### config.mk
export PLATFORM = sky130hd
export DESIGN_NAME = mem_word_packer_8to32w
export DESIGN_NICKNAME = d
export VERILOG_FILES = /design/src/rtl/mem_word_packer_8to32w.sv
export SDC_FILE = /design/constraint.sdc
export NUM_CORES = 1
export LEC_CHECK = 0
export ABC_AREA = 1
export ABC_CLOCK_PERIOD_IN_PS = 1700
export CELL_PAD_IN_SITES_DETAIL_PLACEMENT = 0
export CELL_PAD_IN_SITES_GLOBAL_PLACEMENT = 1
export CORE_MARGIN = 2
export CORE_UTILIZATION = 30
export CTS_BUF_LIST = sky130_fd_sc_hd__clkbuf_4 sky130_fd_sc_hd__clkbuf_8 sky130_fd_sc_hd__clkbuf_16
export DETAILED_ROUTE_END_ITERATION = 10
export PLACE_DENSITY_LB_ADDON = 0.1
export RECOVER_POWER = 100
export SETUP_SLACK_MARGIN = 0.3
export SYNTH_ARGS = -nofsm -noshare
export SYNTH_HDL_FRONTEND = slang
export SYNTH_SLANG_ARGS = --single-unit
### constraint.sdc
create_clock -name clk -period 1.7 [get_ports clk]
set_input_delay 0.255 -clock clk [delete_from_list [all_inputs] [get_ports clk]]
set_output_delay 0.255 -clock clk [all_outputs]
set_load 0.005 [all_outputs]
### src/rtl/mem_word_packer_8to32w.sv
// Byte-stream to 32-bit word packer that writes a programmed byte range into a
// 2^AW x 32 buffer, little-endian lanes, padding the final partial word with PAD.
module mem_word_packer_8to32w #(
  parameter int         AW  = 9,
  parameter int         CW  = 12,
  parameter logic [7:0] PAD = 8'hFF
) (
  input  logic          clk,
  input  logic          rst_n,
  input  logic          start,
  input  logic [AW-1:0] base_addr,
  input  logic [CW-1:0] byte_count,
  input  logic          abort,
  input  logic          in_valid,
  input  logic [7:0]    in_data,
  output logic          in_ready,
  output logic          wren,
  output logic [AW-1:0] wraddress,
  output logic [31:0]   data,
  output logic          busy,
  output logic          done
);

  typedef enum logic [1:0] {
    IDLE = 2'd0,
    LOAD = 2'd1,
    LAST = 2'd2,
    DONE = 2'd3
  } state_t;

  localparam logic [CW-1:0] MAX_COUNT = {1'b1, {(CW-1){1'b0}}};

  state_t        state_reg, state_next;
  logic [AW-1:0] addr_reg;
  logic [CW-1:0] remaining_reg;
  logic [1:0]    lane_reg;
  logic [31:0]   lanes_reg;
  logic          wren_reg;
  logic [AW-1:0] wraddress_reg;
  logic [31:0]   data_reg;

  logic          start_load;
  logic          abort_now;
  logic          accept;
  logic          last_byte;
  logic          emit;
  logic [CW-1:0] count_clamped;
  logic [31:0]   merged;

  assign start_load    = (state_reg == IDLE) && start;
  assign abort_now     = (state_reg != IDLE) && abort;
  assign accept        = (state_reg == LOAD) && in_valid && !abort;
  assign last_byte     = accept && (remaining_reg == CW'(1));
  assign emit          = accept && ((lane_reg == 2'd3) || last_byte);
  assign count_clamped = (byte_count > MAX_COUNT) ? MAX_COUNT : byte_count;

  // Word as it will be written if the byte on in_data is accepted now:
  // current lane takes in_data, higher lanes are forced to PAD.
  genvar gi;
  generate
    for (gi = 0; gi < 4; gi++) begin : g_merge
      assign merged[gi*8 +: 8] = (lane_reg == 2'(gi)) ? in_data :
                                 (lane_reg <  2'(gi)) ? PAD     :
                                                        lanes_reg[gi*8 +: 8];
    end
  endgenerate

  always_comb begin
    state_next = state_reg;
    case (state_reg)
      IDLE: begin
        if (start) state_next = (byte_count == '0) ? DONE : LOAD;
      end
      LOAD: begin
        if (abort)          state_next = IDLE;
        else if (last_byte) state_next = LAST;
      end
      LAST: begin
        state_next = abort ? IDLE : DONE;
      end
      DONE: begin
        state_next = IDLE;
      end
      default: state_next = IDLE;
    endcase
  end

  always_ff @(posedge clk or negedge rst_n) begin
    if (!rst_n) state_reg <= IDLE;
    else        state_reg <= state_next;
  end

  always_ff @(posedge clk or negedge rst_n) begin
    if (!rst_n) begin
      addr_reg      <= '0;
      remaining_reg <= '0;
      lane_reg      <= '0;
    end else if (start_load) begin
      addr_reg      <= base_addr;
      remaining_reg <= count_clamped;
      lane_reg      <= '0;
    end else if (abort_now) begin
      lane_reg      <= '0;
    end else if (accept) begin
      remaining_reg <= remaining_reg - CW'(1);
      lane_reg      <= lane_reg + 2'd1;
      if (emit) addr_reg <= addr_reg + AW'(1);
    end
  end

  // Lanes restart at PAD for every new word so a short tail needs no cleanup.
  always_ff @(posedge clk or negedge rst_n) begin
    if (!rst_n) begin
      lanes_reg <= '0;
    end else if (start_load || abort_now || emit) begin
      lanes_reg <= {4{PAD}};
    end else if (accept) begin
      for (int i = 0; i < 4; i++) begin
        if (lane_reg == 2'(i)) lanes_reg[i*8 +: 8] <= in_data;
      end
    end
  end

  always_ff @(posedge clk or negedge rst_n) begin
    if (!rst_n) begin
      wren_reg      <= 1'b0;
      wraddress_reg <= '0;
      data_reg      <= '0;
    end else begin
      wren_reg <= emit;
      if (emit) begin
        wraddress_reg <= addr_reg;
        data_reg      <= merged;
      end
    end
  end

  assign in_ready  = (state_reg == LOAD);
  assign busy      = (state_reg == LOAD) || (state_reg == LAST);
  assign done      = (state_reg == DONE);
  assign wren      = wren_reg;
  assign wraddress = wraddress_reg;
  assign data      = data_reg;

endmodule
### After elaboration in Yosys (flattened, before gate mapping)

Cells that the tools add are included.

* bits in registers: 99
* input port bits: 34
* output and inout bits: 45
* word-level logic and storage cells: 90

* add/subtract/negate cells: 3
* reduce and logical (&&, ||, !) cells: 30
* magnitude comparators: 5
* mux-type cells: 31
* eq/ne operators: 10

Operators by type and width (number)
* two-way mux 8 bit: 12
* two-way mux 32 bit: 2
* two-way mux 12 bit: 4
* two-way mux 9 bit: 4
* two-way mux 2 bit: 8
* nonzero test 2 bit: 8
* == test 12 x 1 -> 1 bit, second input constant: 1
* > comparator 12 bit, second input constant: 1
* zero test 12 bit: 1
* AND reduction 2 bit: 6
* subtractor 12 x 1 -> 12 bit, second input constant: 1
* adder 9 x 1 -> 9 bit, second input constant: 1
* == test 2 bit, second input constant: 4
* case mux 2 bit (4 select lines): 1
* logical AND 1 bit: 6
* == test 2 x 1 -> 1 bit, second input constant: 2
* zero test 2 bit: 2
* logical OR 1 bit: 4
* < comparator 2 x 1 -> 1 bit, second input constant: 2
* < comparator 2 bit, second input constant: 2
* != test 2 bit, second input constant: 2
* != test 3 x 2 -> 1 bit, second input constant: 1
* AND reduction 3 bit: 1
* nonzero test 3 bit: 1
* other kinds (2): 2

### Longest topological paths before layout

Gate-level depths: netlist of the first run.

* word-level depth: 10
* gate-level depth with buffers: 12

### Worst setup path after synthesis of the first run

Ideal clock, no wire load.

* path type: flip-flop to flip-flop
* start: register state_reg[1]
* end: register data_reg[14] (netlist: data[14])
* stages on the path, launching flop included: 11
* required time: 1.573 ns
* arrival time: 1.600 ns
* slack: -0.028 ns
* clock period less this slack: 1.728 ns
* library setup time: 0.127 ns
* path buffers: 3
* cells stage by stage: dfrtp_1 -> inv_1 -> ha_1 -> nand3_2 -> buf_6 -> nor2_2 -> nand2_4 -> nand2_8 -> buf_6 -> buf_6 -> a31oi_1

* cells in the longest elaborated chain, start to end: 6

Ends and longest elaborated chain
* start: declaration: RTL line 33 `state_t state_reg, state_next;`
* start signal: assignment: RTL line 90 `else state_reg <= state_next;`
* == test 2 x 1 -> 1 bit *
* via in_ready: RTL line 16 `output logic in_ready,`
* logical AND 1 bit * (2 in series): RTL line 52 `assign accept = (state_reg == LOAD) && in_valid && !abort;`
* logical AND 1 bit: RTL line 53 `assign last_byte = accept && (remaining_reg == CW'(1));`
* logical OR 1 bit: RTL line 54 `assign emit = accept && ((lane_reg == 2'd3) || last_byte);`
* logical AND 1 bit *: RTL line 54
* end signal: assignment: RTL line 133 `data_reg <= merged;`
* end: declaration: RTL line 40 `logic [31:0] data_reg;`

Mark *: on every way through the listed nets, which the timed path passes. The rest lies on a longest branch.
A chain may end at the register's enable or synchronous reset.

### Worst setup path after layout of the first run

* start: register state_reg[1]
* end: register lanes_reg[22]

* cells in the longest elaborated chain, start to end: 9

Ends and longest elaborated chain
* == test 2 x 1 -> 1 bit: RTL line 52
* logical AND 1 bit (2 in series): RTL line 52
* logical AND 1 bit: RTL line 53
* logical OR 1 bit: RTL line 54
* logical AND 1 bit: RTL line 54
* logical OR 1 bit: RTL line 115 `end else if (start_load || abort_now || emit) begin`
* nonzero test 2 bit (no source line)
* AND reduction 2 bit (no source line)
* end signal: assignment: RTL line 116 `lanes_reg <= {4{PAD}};`
* end signal: indexed assignment: RTL line 119 `if (lane_reg == 2'(i)) lanes_reg[i*8 +: 8] <= in_data;`
* end: declaration: RTL line 37 `logic [31:0] lanes_reg;`

Several ways; a longest one is shown, not always the timed one.

==> impl_metrics.yaml, run 1 <==
drt:
  via_per_inst: 4.72
  drt_iter0_markers: 226
  drcViolationCount: 0
  routedWlPerCell_um: 15.6
  drt-pass1-iter-count: 4
  via_count: 4644
  detail-route-antenna-nets: 0
  routed_wl_mm: 15.3
synthesis:
  synth_seq_cells: 91
  ys_seq_area_share_pct: 48.3
  synth_area_per_cell_um2: 8.06
  ys.flop_type: "dfrtp_1"
  syn_area_mm2: 0.00471
  syn_nets: 631
  synth_edf_count: 0
  synthArstFlopShare_pct: 100
  syn_inst: 585
  synth-warning-count: 0
  ys_types: 38
clocking:
  clockBufferDepth: 2
  cts_root_buffer: "clkbuf_16"
  cts.clk_slew.worst_paths_ps: 70
  numCtsBuffers: 9
  clk-insertion-delay-late_ps: 350
  clock_sinks: 91
  htree_levels: 3
  cts_tree: "built"
timing:
  tns_ps: 0
  timing.final.crit_share_pct: 99.8
  max_freq_ghz: 0.589
  period_minus_slack_ps: 1700
  worst_pin_slew_ps: 594
  hold_viol_final: 0
  rsz0062_at_grt: "true"
  finClkSkew_ps: 8.66
  setup_viol: 0
  max-slew-margin-rel_pct: 60.4
  slew_viol_final: 0
power:
  ir_drop_v: 0.000579
  p_leak_uw: 0.00390
  power_uw: 11800
  power.density_mw_per_mm2: 1500
place:
  dp_hpwl_mm: 10.1
  place_inst: 899
  dpl_cell_area_mm2: 0.00611
  place_congestion: 0.795
  port_buffers: 78
global_route:
  grt_pass1_wl_mm: 24.5
  overflow: 0
  grt_usage_pct: 19.0
  grt_max_degree: 37
  antenna_found_initial: 0
  first_global_vias: 4591
critical_path:
  crit_chain: "inv_2 > buf_6 > ha_4 > nand2_4 > inv_4 > a21oi_4 > buf_12 > nand4_1 > nand3_1 > nand2_1"
  crit_slowest_cell: "dfrtp_1"
  arrival_ps: 1940
  required_ps: 1940
  slowest_delay_ps: 360
  cp_max_fo: 15
  critPathLaunchType: "register"
  end_kind: "register"
  crit_type: "register to register"
layout:
  largest_register_ffs: 32
  antenna_cells: 0
  layout-drive-gt1-share_pct: 33.2
  postLayoutCellArea_mm2: 0.00788
  layout_commonest_cell: "nand2_1"
  nets: 814
  fin_util_pct: 51.6
  area_growth_pct: 67.0
  final_cell_mix: "nand2_1, dfrtp_1, buf_4, nand3_1, dlygate4sd2_1"
  stdcell_count: 984
die:
  core_mm2: 0.0153
  ios: 79
  die_y_um: 129
  die_w_um: 129
  start_util_pct: 30.9
  die-area_mm2: 0.0167
  rows: 45
status:
  outcome: "finished, final reports clean"
min_path:
  hold_class: "primary input to async pin"
flow_run:
  maxCapViolations: 0
## area by class of cell
| class | instances | area [µm²] |
|---|---|---|
| clock buffer | 11 | 246 |
| multi-input combinational | 426 | 2770 |
| tap | 211 | 264 |
| inverter | 50 | 213 |
| timing repair buffer | 190 | 2020 |
| fill | 1472 | 7380 |
| sequential | 91 | 2280 |
| clock inverter | 5 | 85.1 |
## cells by family after synthesis
logic type                 synth area share, %
and+or+nand+nor                           29.5
DFF                                       48.3
AOI/OAI and AO/OA                         10.8
buffers and inverters                     7.43
adders and majority gates                 3.18
xor gates and xnor gates                 0.743
## per-layer routing
layer,track usage (%),up-vias,share of wire [%]
met1,25.8,2229,46
met5,0,-,0
met4,5.31,0,1.3
met3,2.85,12,3.2
li1,-,2314,-
met2,31.7,89,50
## report_power, final
part	internal (µW)	switching, µW	total, µW	leakage (µW)
combinational	2820	3260	6080	0.00257
sequential	2930	541	3470	0.00118
clock	1350	901	2260	0.000160
## synth_stat cells (2+ instances only)
cell	instances	share of area, %
dfrtp_1	91	48
nand2_2	5	0.66
clkbuf_1	8	0.64
nand4_2	2	0.53
nand4_1	12	1.6
a21oi_1	17	1.8
nand2_4	3	0.72
xor2_1	3	0.56
o21ai_2	4	0.74
a31oi_1	24	3.2
inv_1	47	3.7
o21ai_0	28	3.0
or2_2	2	0.27
nand3_1	52	5.5
buf_6	8	1.9
nor3_1	2	0.21
nand2_1	174	14
ha_1	12	3.2
o21ai_1	11	1.2
buf_1	2	0.16
buf_2	2	0.21
nor2_1	60	4.8
## per-stage QoR
stage                     hold slack [ps]  setup WS (ps)
after global placement                184           -157
final                                 449           2.98
after global routing                  490          -78.3
after floorplan                     -40.6           74.3
after detailed placement              184           -162
after CTS                             365           11.1
## what timing repair did
| item | CTS | global route |
|---|---|---|
| buffers inserted | 48 | 5 |
| resized for setup | 148 | 106 |
| gates cloned | 11 | 4 |
| pin swaps | 26 | 24 |
| hold buffers | 1 | 0 |
| setup endpoints to repair | 134 | 94 |
| endpoints found under the hold margin | 20 | 0 |
## critical path: cells and delay by family, from the launching register on
kind / cells / cell delay [ps]
compound gates: 1 / 120
buf+inv: 4 / 390
flops: 1 / 360
simple gates: 4 / 550
fa+ha+maj: 1 / 160
## final timing paths
kind / from / end / slack [ps] / depth (start not counted)
setup / recovery: state_reg[1] / lanes_reg[22] / 3 / 10
hold / removal: rst_n / data[19] / 450 / 2
setup reg to reg: state_reg[1] / lanes_reg[22] / 3 / 10
hold reg to reg: lanes_reg[14] / lanes_reg[14] / 470 / 2
max in group asynchronous: rst_n / wraddress[6] / 240 / 3
min in group clk: lanes_reg[14] / lanes_reg[14] / 470 / 2
(Power assumes the default switching activity.)
==> run 2, diff against run 1 <==
CAP_MARGIN = 10   (was not set)
SLEW_MARGIN = 10   (was not set)
==> results of run 2 <==
Same layout as run 1: the final DEF is identical, and so are final timing and power.
